[config.mk]
export PLATFORM = sky130hd
export DESIGN_NAME = rom_row_reader
export DESIGN_NICKNAME = d
export VERILOG_FILES = /design/src/rtl/rom_row_reader_pkg.sv /design/src/rtl/rom_row_reader_shifter.sv /design/src/rtl/rom_row_reader.sv
export SDC_FILE = /design/constraint.sdc
export NUM_CORES = 1
export LEC_CHECK = 0
export BUFFER_PORTS_ARGS = -buffer_cell sky130_fd_sc_hd__buf_4
export CAP_MARGIN = 20
export CORE_ASPECT_RATIO = 0.7
export CORE_MARGIN = 3
export CORE_UTILIZATION = 49
export CTS_CLUSTER_DIAMETER = 50
export CTS_CLUSTER_SIZE = 28
export DETAILED_ROUTE_END_ITERATION = 10
export GPL_ROUTABILITY_DRIVEN = 0
export PLACE_DENSITY = 0.84
export SLEW_MARGIN = 40
export SYNTH_ARGS = -nofsm -noshare
export SYNTH_HDL_FRONTEND = slang
export SYNTH_SLANG_ARGS = --single-unit
[constraint.sdc]
create_clock -name clk -period 1.8 [get_ports clk]
set_input_delay 0.45 -clock clk [delete_from_list [all_inputs] [get_ports clk]]
set_output_delay 0.45 -clock clk [all_outputs]
set_load 0.02 [all_outputs]
[src/rtl/rom_row_reader_pkg.sv]
// rtl/rom_row_reader_pkg.sv - shared widths and scan state type for the ROM row reader
package rom_row_reader_pkg;

  localparam int ROW_BITS  = 208;
  localparam int ADDR_BITS = 8;
  localparam int COL_BITS  = 8;

  // Column index of the final pixel in a row
  localparam logic [COL_BITS-1:0] LAST_COL = COL_BITS'(ROW_BITS - 1);

  typedef enum logic [1:0] {
    ST_IDLE,
    ST_FETCH,
    ST_SHIFT,
    ST_DONE
  } state_t;

endpackage

[src/rtl/rom_row_reader_shifter.sv]
// rtl/rom_row_reader_shifter.sv - row_shifter: 208-bit MSB-first pixel shift register with column counter
module row_shifter
  import rom_row_reader_pkg::*;
(
  input  logic                clk,
  input  logic                reset,
  input  logic                load,
  input  logic                advance,
  input  logic [ROW_BITS-1:0] row_in,
  output logic                bit_out,
  output logic [COL_BITS-1:0] column
);

  logic [ROW_BITS-1:0] sr;

  // Load a fresh row at column 0, or step one column toward the LSB end
  always_ff @(posedge clk) begin
    if (reset) begin
      sr     <= '0;
      column <= '0;
    end else if (load) begin
      sr     <= row_in;
      column <= '0;
    end else if (advance) begin
      sr     <= {sr[ROW_BITS-2:0], 1'b0};
      column <= column + 1'b1;
    end
  end

  // Column 0 is the row MSB, so the current pixel always sits at the top bit
  assign bit_out = sr[ROW_BITS-1];

endmodule

[src/rtl/rom_row_reader.sv]
// rtl/rom_row_reader.sv - scans ROM rows first..last as a pixel stream; FRAME_LOOP_EN repeats the frame forever
module rom_row_reader
  import rom_row_reader_pkg::*;
(
  input  logic                 clk,
  input  logic                 reset,
  input  logic                 start,
  input  logic [ADDR_BITS-1:0] row_first,
  input  logic [ADDR_BITS-1:0] row_last,
  output logic [ADDR_BITS-1:0] rom_addr,
  input  logic [ROW_BITS-1:0]  rom_data,
  output logic                 pix_valid,
  input  logic                 pix_ready,
  output logic                 pix_out,
  output logic [COL_BITS-1:0]  pix_x,
  output logic [ADDR_BITS-1:0] pix_y,
  output logic                 busy,
  output logic                 done
);

  state_t               state;
  logic [ADDR_BITS-1:0] last_addr;
`ifdef FRAME_LOOP_EN
  logic [ADDR_BITS-1:0] first_addr;
`endif
  logic                 xfer;
  logic                 row_end;
  logic                 load;
  logic                 advance;

  assign xfer    = pix_valid & pix_ready;
  assign row_end = (pix_x == LAST_COL);
  // ROM data for the new address is valid during the single FETCH cycle
  assign load    = (state == ST_FETCH);
  // The column holds at the last pixel; the next FETCH reloads it
  assign advance = xfer & ~row_end;

  row_shifter u_shifter (
    .clk     (clk),
    .reset   (reset),
    .load    (load),
    .advance (advance),
    .row_in  (rom_data),
    .bit_out (pix_out),
    .column  (pix_x)
  );

  // Scan sequencing with registered address, row, valid, busy and done outputs
  always_ff @(posedge clk) begin
    if (reset) begin
      state     <= ST_IDLE;
      rom_addr  <= '0;
      last_addr <= '0;
`ifdef FRAME_LOOP_EN
      first_addr <= '0;
`endif
      pix_y     <= '0;
      pix_valid <= 1'b0;
      busy      <= 1'b0;
      done      <= 1'b0;
    end else begin
      done <= 1'b0;
      case (state)
        ST_IDLE: begin
          if (start) begin
            rom_addr  <= row_first;
            last_addr <= row_last;
`ifdef FRAME_LOOP_EN
            first_addr <= row_first;
`endif
            busy      <= 1'b1;
            state     <= ST_FETCH;
          end
        end
        ST_FETCH: begin
          pix_y     <= rom_addr;
          pix_valid <= 1'b1;
          state     <= ST_SHIFT;
        end
        ST_SHIFT: begin
          if (xfer && row_end) begin
            pix_valid <= 1'b0;
            if (rom_addr != last_addr) begin
              rom_addr <= rom_addr + 1'b1;
              state    <= ST_FETCH;
            end else begin
              done <= 1'b1;
`ifdef FRAME_LOOP_EN
              rom_addr <= first_addr;
              state    <= ST_FETCH;
`else
              state    <= ST_DONE;
`endif
            end
          end
        end
        ST_DONE: begin
          busy  <= 1'b0;
          state <= ST_IDLE;
        end
        default: state <= ST_IDLE;
      endcase
    end
  end

endmodule

==> qor.txt, run 1 <==
status -> finished with violations
failing checks -> negative setup slack
CP Data Arrival Time -> 2340 ps
Pleak -> 0.00576 uW
Post-Syn Nets -> 1367
Antenna Nets Post-Route -> 0
CTS Hold Bufs -> 0
grt total ovfl -> 0
Clock Tree Root -> clkbuf_16
synth cell count leaders -> 245 x dfxtp_1, 240 x nor2_1, 218 x mux2i_1
clock buffer depth -> 3
RSZ-0062 raised after global routing -> yes
global-route usage over all layers -> 22.2%
largest net degree at the start of global routing -> 61
ant diodes -> 0
Seq/Total Area, Yosys -> 45.4%
initial DRC count -> 603
WHS Endpoint -> last_addr[4]
I/O pins -> 256
Synth warnings -> 0
max_cap viols -> 0
Critical Path Fanout Max -> 10
CTS tree -> yes
Yosys top cell by area -> dfxtp_1
CP Launch Type -> flop
ys flop type -> dfxtp_1
Die Ht -> 130 um
Min-Delay Startpoint -> row_last[4]
Fin. Hold Viols -> 0
vias per cell -> 5.59
final wirelength -> 30.3 mm
DRC viols -> 0
endpoint class of the critical path -> flop
R2R Setup Slk -> -160 ps
Post-Syn Area per Cell -> 9.49 um2
Hold Path Cell Cnt -> 3
Netlist cell types -> 42
synth-to-layout area growth -> 41.1%
Yosys reg bits -> 245
first-pass GRT wire length -> 44.3 mm
FFs w/ async S/R, synth -> 0%
IO Port Bufs -> 255
Tot Pwr -> 13500 uW
largest cells by area after synthesis -> dfxtp_1 45%, mux2i_1 20%, a211oi_1 14%
Synth top area share -> 45.4%
power per cell area -> 887 nW/um2
reg-to-reg startpoint -> u_shifter.column[4]
total number of H-tree levels -> 1
CTS Buf Count -> 20
Row Count -> 44
reg2reg end -> u_shifter.sr[40]
Post-synth EDFFs -> 0
CP Data Required Time -> 2170 ps
fmax -> 510 MHz
final setup vio count -> 71
top-count cell post-synth -> dfxtp_1
Num Clock Sinks -> 245
Least-Margin Pin Slew -> 508 ps
worst hold slack -> 174 ps
routed len/inst -> 17.9 um
synthesized area -> 10800 um2
TNS Setup -> -1840 ps
Post-Synthesis Cells -> 1137
Core ar. -> 21200 um2
Slew Limit Headroom -> 66.1%
clk_skew -> 21.3 ps
Max VDD drop -> 662 uV
Period minus WS final -> 1960 ps
clk_lat worst skew -> 520 ps
total iterations of the first detailed-routing run -> 5
count of pins over their slew limit -> 0
vias in the first global route -> 8785
crit path kind -> flop to flop
worst-case reg-to-reg path depth -> 8
Starting Density -> 50.9%
DR vias -> 9471
final worst slack -> -162 ps
layout cell share with drive strength beyond 1 -> 35.4%
Worst-path clk slew -> 100 ps
Final HPWL DP -> 19.6 mm
worst hold path class -> input pin to flop
fin crit share -> 109%
die width -> 183 um
nets -> 1633
initial antenna violation count -> 0
die area -> 23900 um2
-- cells in the final DEF, fill, tap and decap left out, types with 4 or more instances in the layout --
master     netlist  layout
xor2_2           1       4
a211oi_2         0      45
or4_4            1       5
o21ai_0          7       5
xnor2_1          5       5
nand2b_1         6       4
buf_12           0      22
a211oi_1       207     162
dfxtp_1        245     234
xor2_1          10       7
a21oi_1         18      16
dfxtp_2          0       6
dfxtp_4          0       5
clkinv_8         0       5
buf_16           0       8
buf_6            1       9
mux2i_1        218     184
buf_4           17     297
mux2i_4          0       6
nor2_1         240     240
mux2i_2          0      28
nand3_1          6       5
nand2_1         26      26
clkbuf_16        0      30
-- area by class of cell --
class | count | area (um2)
sequential | 245 | 4930
timing repair buffer | 349 | 3290
multi-input combinational | 785 | 5940
fill | 1427 | 5960
clock inverter | 15 | 206
tap | 276 | 345
clock buffer | 21 | 514
inverter | 2 | 7.51
-- through the flow --
step	utilization (%)	area [um2]	cells	setup WS (ps)
after floorplan	-	10900	1137	-188
after global placement	63.8	13500	1638	-64.0
after detailed placement	63.8	13500	1638	-91.4
after CTS	67.8	14400	1677	-75.7
after global routing	71.9	15200	1693	-224
final	71.9	15200	1693	-162
-- how the worst max path moves through the flow --
stage                             start                to  slack, ps
floorplan                   rom_addr[6]       rom_addr[5]       -190
global route        u_shifter.column[4]  u_shifter.sr[40]       -220
CTS                 u_shifter.column[0]       rom_addr[0]        -80
global placement                  start       rom_addr[0]        -60
finish              u_shifter.column[4]  u_shifter.sr[40]       -160
detailed placement          rom_addr[6]       rom_addr[5]        -90
-- logic make-up (layout without fill, tap and decap cells) --
group	Yosys count	count (layout)	share of synthesized area, %
flip-flops	245	245	45.4
multiplexers	219	219	20.4
AO/OA/AOI/OAI	242	242	16.3
buffers and inverters	107	387	4.49
XOR/XNOR	16	16	1.37
AND/OR/NAND/NOR	306	306	11.8
adder cells (fa/ha/maj)	2	2	0.232
-- critical path, cell delays in order, from the launching register on --
cell and delay, ps:
dfxtp_2 330, and4bb_4 250, buf_6 120, a21boi_4 160, buf_12 150, buf_12 180
buf_16 160, mux2i_1 290, a211oi_1 150
-- metal layers --
layer	part of all wire (%)	GRT usage, %
met4	2.4	5.82
met3	4.8	3.48
met5	0	0
met2	46	34.1
met1	47	32.6
-- power by group --
group	switching, uW	leakage, uW	internal [uW]	total (uW)
Combinational	1190	0.00339	1360	2550
Sequential	317	0.00202	5900	6220
Clock	2440	0.000351	2300	4750
Total	3950	0.00576	9560	13500
-- state kept, by name, indices dropped and copies added (netlist names) --
register,flops
busy,1
done,1
last_addr,8
pix_valid,1
pix_y,8
rom_addr,8
state,2
u_shifter.column,8
u_shifter.sr,208
-- repair_timing --
item	4_1_cts	5_1_grt
setup endpoints to repair	109	206
gates resized for setup	15	125
buffers inserted	1	7
gates cloned	2	10
pin swaps	5	88
Note: power is estimated with default switching activity, not from simulation.
==> inputs of run 2 (changes only) <==
--- a/config.mk
+++ b/config.mk
@@ -14,8 +14,9 @@
 export CTS_CLUSTER_SIZE = 28
 export DETAILED_ROUTE_END_ITERATION = 10
 export GPL_ROUTABILITY_DRIVEN = 0
-export PLACE_DENSITY = 0.84
+export PLACE_DENSITY = 0.83
 export SLEW_MARGIN = 40
 export SYNTH_ARGS = -nofsm -noshare
 export SYNTH_HDL_FRONTEND = slang
+export SYNTH_HIERARCHICAL = 1
 export SYNTH_SLANG_ARGS = --single-unit
==> run 2 against run 1 <==
  * The run still ends with negative setup slack left
  * Largest power group unchanged
  * Maximum frequency is 4.8% higher
  * Power is 4.5% lower
  * Synthesized cell count is 3.7% lower
  * Count of clock-buffer cells in the layout is 1 higher
  * Critical path depth stayed put
  * Clock skew is 0.68 ps lower
  * Critical endpoint is now u_shifter/sr[47]
==> qor.txt, run 2 <==
largest cells by area after synthesis -> dfxtp_1 42%, mux2i_1 19%, mux2_2 17% (was dfxtp_1 45%, mux2i_1 20%, a211oi_1 14%)
synthesized area -> 11500 um2 (was 10800 um2)
final wirelength -> 28.2 mm (was 30.3 mm)
failing checks -> negative setup slack (unchanged)
routed len/inst -> 16.6 um (was 17.9 um)
Post-synth EDFFs -> 0 (unchanged)
Die Ht -> 134 um (was 130 um)
Worst-path clk slew -> 80 ps (was 100 ps)
vias per cell -> 5.16 (was 5.59)
Synth top area share -> 42.5% (was 45.4%)
RSZ-0062 raised after global routing -> yes (unchanged)
Row Count -> 46 (was 44)
Final HPWL DP -> 19.7 mm (was 19.6 mm)
post-synthesis compound-gate area fraction -> 2.10% (was 16.3%)
largest net degree at the start of global routing -> 84 (was 61)
die area -> 25500 um2 (was 23900 um2)
mux contribution to synthesized area -> 39.2% (was 20.4%)
final worst slack -> -71.3 ps (was -162 ps)
Slew Limit Headroom -> 67.8% (was 66.1%)
CTS tree -> yes (unchanged)
status -> finished with violations (unchanged)
ys flop type -> dfxtp_1 (unchanged)
initial antenna violation count -> 2 (was 0)
Seq/Total Area, Yosys -> 42.5% (was 45.4%)
initial DRC count -> 356 (was 603)
clock buffer depth -> 3 (unchanged)
Reg with most FFs -> u_shifter/sr (was u_shifter.sr)
CTS Buf Count -> 21 (was 20)
Post-Syn Nets -> 1325 (was 1367)
IO Port Bufs -> 255 (unchanged)
Pleak -> 0.00644 uW (was 0.00576 uW)
Starting Density -> 50.4% (was 50.9%)
top-count cell post-synth -> dfxtp_1 (unchanged)
Period minus WS final -> 1870 ps (was 1960 ps)
Placed Area -> 14100 um2 (was 13500 um2)
I/O pins -> 256 (unchanged)
CP Data Required Time -> 2160 ps (was 2170 ps)
Yosys top cell by area -> dfxtp_1 (unchanged)
first-pass GRT wire length -> 43.2 mm (was 44.3 mm)
count of pins over their slew limit -> 0 (unchanged)
fin crit share -> 104% (was 109%)
commonest non-fill, non-tap cells in the layout -> 306 x buf_4, 231 x nor2_1, 228 x dfxtp_1, 219 x mux2i_1, 176 x mux2_2 (was 297 x buf_4, 240 x nor2_1, 234 x dfxtp_1, 184 x mux2i_1, 162 x a211oi_1)
final setup vio count -> 19 (was 71)
Antenna Nets Post-Route -> 0 (unchanged)
CP Launch Type -> flop (unchanged)
Synth warnings -> 6 (was 0)
synth-to-layout area growth -> 31.4% (was 41.1%)
nets -> 1598 (was 1633)
synth cell count leaders -> 245 x dfxtp_1, 233 x nor2_1, 219 x mux2i_1 (was 245 x dfxtp_1, 240 x nor2_1, 218 x mux2i_1)
Netlist cell types -> 44 (was 42)
CP Data Arrival Time -> 2240 ps (was 2340 ps)
DR vias -> 8754 (was 9471)
Critical Path Fanout Max -> 14 (was 10)
Max VDD drop -> 545 uV (was 662 uV)
FFs w/ async S/R, synth -> 0% (unchanged)
XOR/XNOR Fraction of Synth Area -> 1.21% (was 1.37%)
max reg flops -> 208 (unchanged)
DRC viols -> 0 (unchanged)
Core ar. -> 22900 um2 (was 21200 um2)
Num Clock Sinks -> 245 (unchanged)
worst hold slack -> 174 ps (about the same)
most common cell after layout, fill and taps aside -> buf_4 (unchanged)
total number of H-tree levels -> 1 (unchanged)
grt total ovfl -> 0 (unchanged)
Finished Core Util -> 66.2% (was 71.9%)
clk_skew -> 20.7 ps (was 21.3 ps)
Least-Margin Pin Slew -> 477 ps (was 508 ps)
die width -> 189 um (was 183 um)
crit path kind -> flop to flop (unchanged)
power per cell area -> 851 nW/um2 (was 887 nW/um2)
fmax -> 534 MHz (was 510 MHz)
Fin. Hold Viols -> 0 (unchanged)
Yosys reg bits -> 245 (unchanged)
total iterations of the first detailed-routing run -> 4 (was 5)
worst hold path class -> input pin to flop (unchanged)
Post-Synthesis Cells -> 1095 (was 1137)
Clock Tree Root -> clkbuf_16 (unchanged)
clk_lat worst skew -> 510 ps (was 520 ps)
Post-Syn Area per Cell -> 10.5 um2 (was 9.49 um2)
global-route usage over all layers -> 20.4% (was 22.2%)
area share of fa/ha/maj cells after synthesis -> 0.217% (was 0.232%)
Synth Area in Simple Gates -> 10.3% (was 11.8%)
max_cap viols -> 0 (unchanged)
largest family of logic cells by synthesized area -> multiplexers (unchanged)
CTS Hold Bufs -> 0 (unchanged)
endpoint class of the critical path -> flop (unchanged)
vias in the first global route -> 8623 (was 8785)
Post-Layout Inst Area -> 15200 um2 (about the same)
layout cell share with drive strength beyond 1 -> 43.1% (was 35.4%)
==> run 2: cell types whose count changed after synthesis, moves of 7 or more <==
cell / delta
clkbuf_1: -49
buf_6: +20
mux2_2: +177
buf_4: -14
a211oi_1: -206
mux2_1: +30
buf_2: +21
nor2_1: -7
==> run 2: metal layers <==
metal	GRT usage [%]	part of all wire (%)	vias up
met3	4.62	6.3	47
met4	5.42	2.7	0
met5	0	0	-
li1	-	-	4321
met1	26.6	44	4170
met2	34.1	47	216
==> run 2: area by class of cell <==
cell class | instances | area (um2)
Sequential cell | 245 | 4930
Inverter | 2 | 20.0
Tap cell | 312 | 390
Clock inverter | 14 | 210
Clock buffer | 22 | 539
Timing Repair Buffer | 332 | 2800
Antenna cell | 2 | 5.00
Fill cell | 1758 | 7740
Multi-Input combinational cell | 766 | 6280
==> run 2: critical path, cell delays in order, from the launching register on <==
cell and delay (ps):
dfxtp_4 350, nand4bb_4 270, nor2_4 160, nor2_4 60, buf_12 160, buf_16 160
mux2_1 320, mux2i_1 160, nor2_1 80
==> run 2: logic make-up (layout without fill, tap and decap cells) <==
kind of cell    Yosys count  count (layout)
compound gates           36              36
xor+xnor                 16              16
fa+ha+maj                 2               2
buf+inv                  84             370
flops                   245             245
mux                     426             426
other cells               0               2
simple gates            286             286
==> run 2: repair_timing <==
item / 4_1_cts / 5_1_grt
buffers inserted: 3 / 6
gates cloned: 0 / 1
setup endpoints to repair: 64 / 191
pin swaps: 6 / 10
hold endpoints to repair: 0 / 0
gates resized for setup: 7 / 43
==> run 2: path summary, 6_finish.rpt <==
kind              cells past startpoint           startpoint  slack, ps                to
setup / recovery                      8  u_shifter/column[4]        -70  u_shifter/sr[47]
hold / removal                        3         rom_data[70]        170  u_shifter/sr[70]
setup reg to reg                      8  u_shifter/column[4]        -70  u_shifter/sr[47]
hold reg to reg                       2             pix_y[2]        460          pix_y[2]
==> run 2: metrics by stage <==
step	setup TNS [ps]	power [uW]	instances	worst slack, ps
floorplan	0	7200	1095	2.19
global placement	-7100	7930	1647	-82.5
detailed placement	-13140	8010	1647	-135
CTS	-426	12900	1686	-38.3
global route	-8540	13400	1695	-125
finish	-396	12900	1695	-71.3
==> run 2: report_power, final <==
part | leakage, uW | switching, uW | internal, uW | total [uW]
clock network | 0.000362 | 2290 | 2610 | 4900
logic | 0.00407 | 921 | 1200 | 2120
registers | 0.00200 | 165 | 5720 | 5880
total | 0.00644 | 3370 | 9530 | 12900
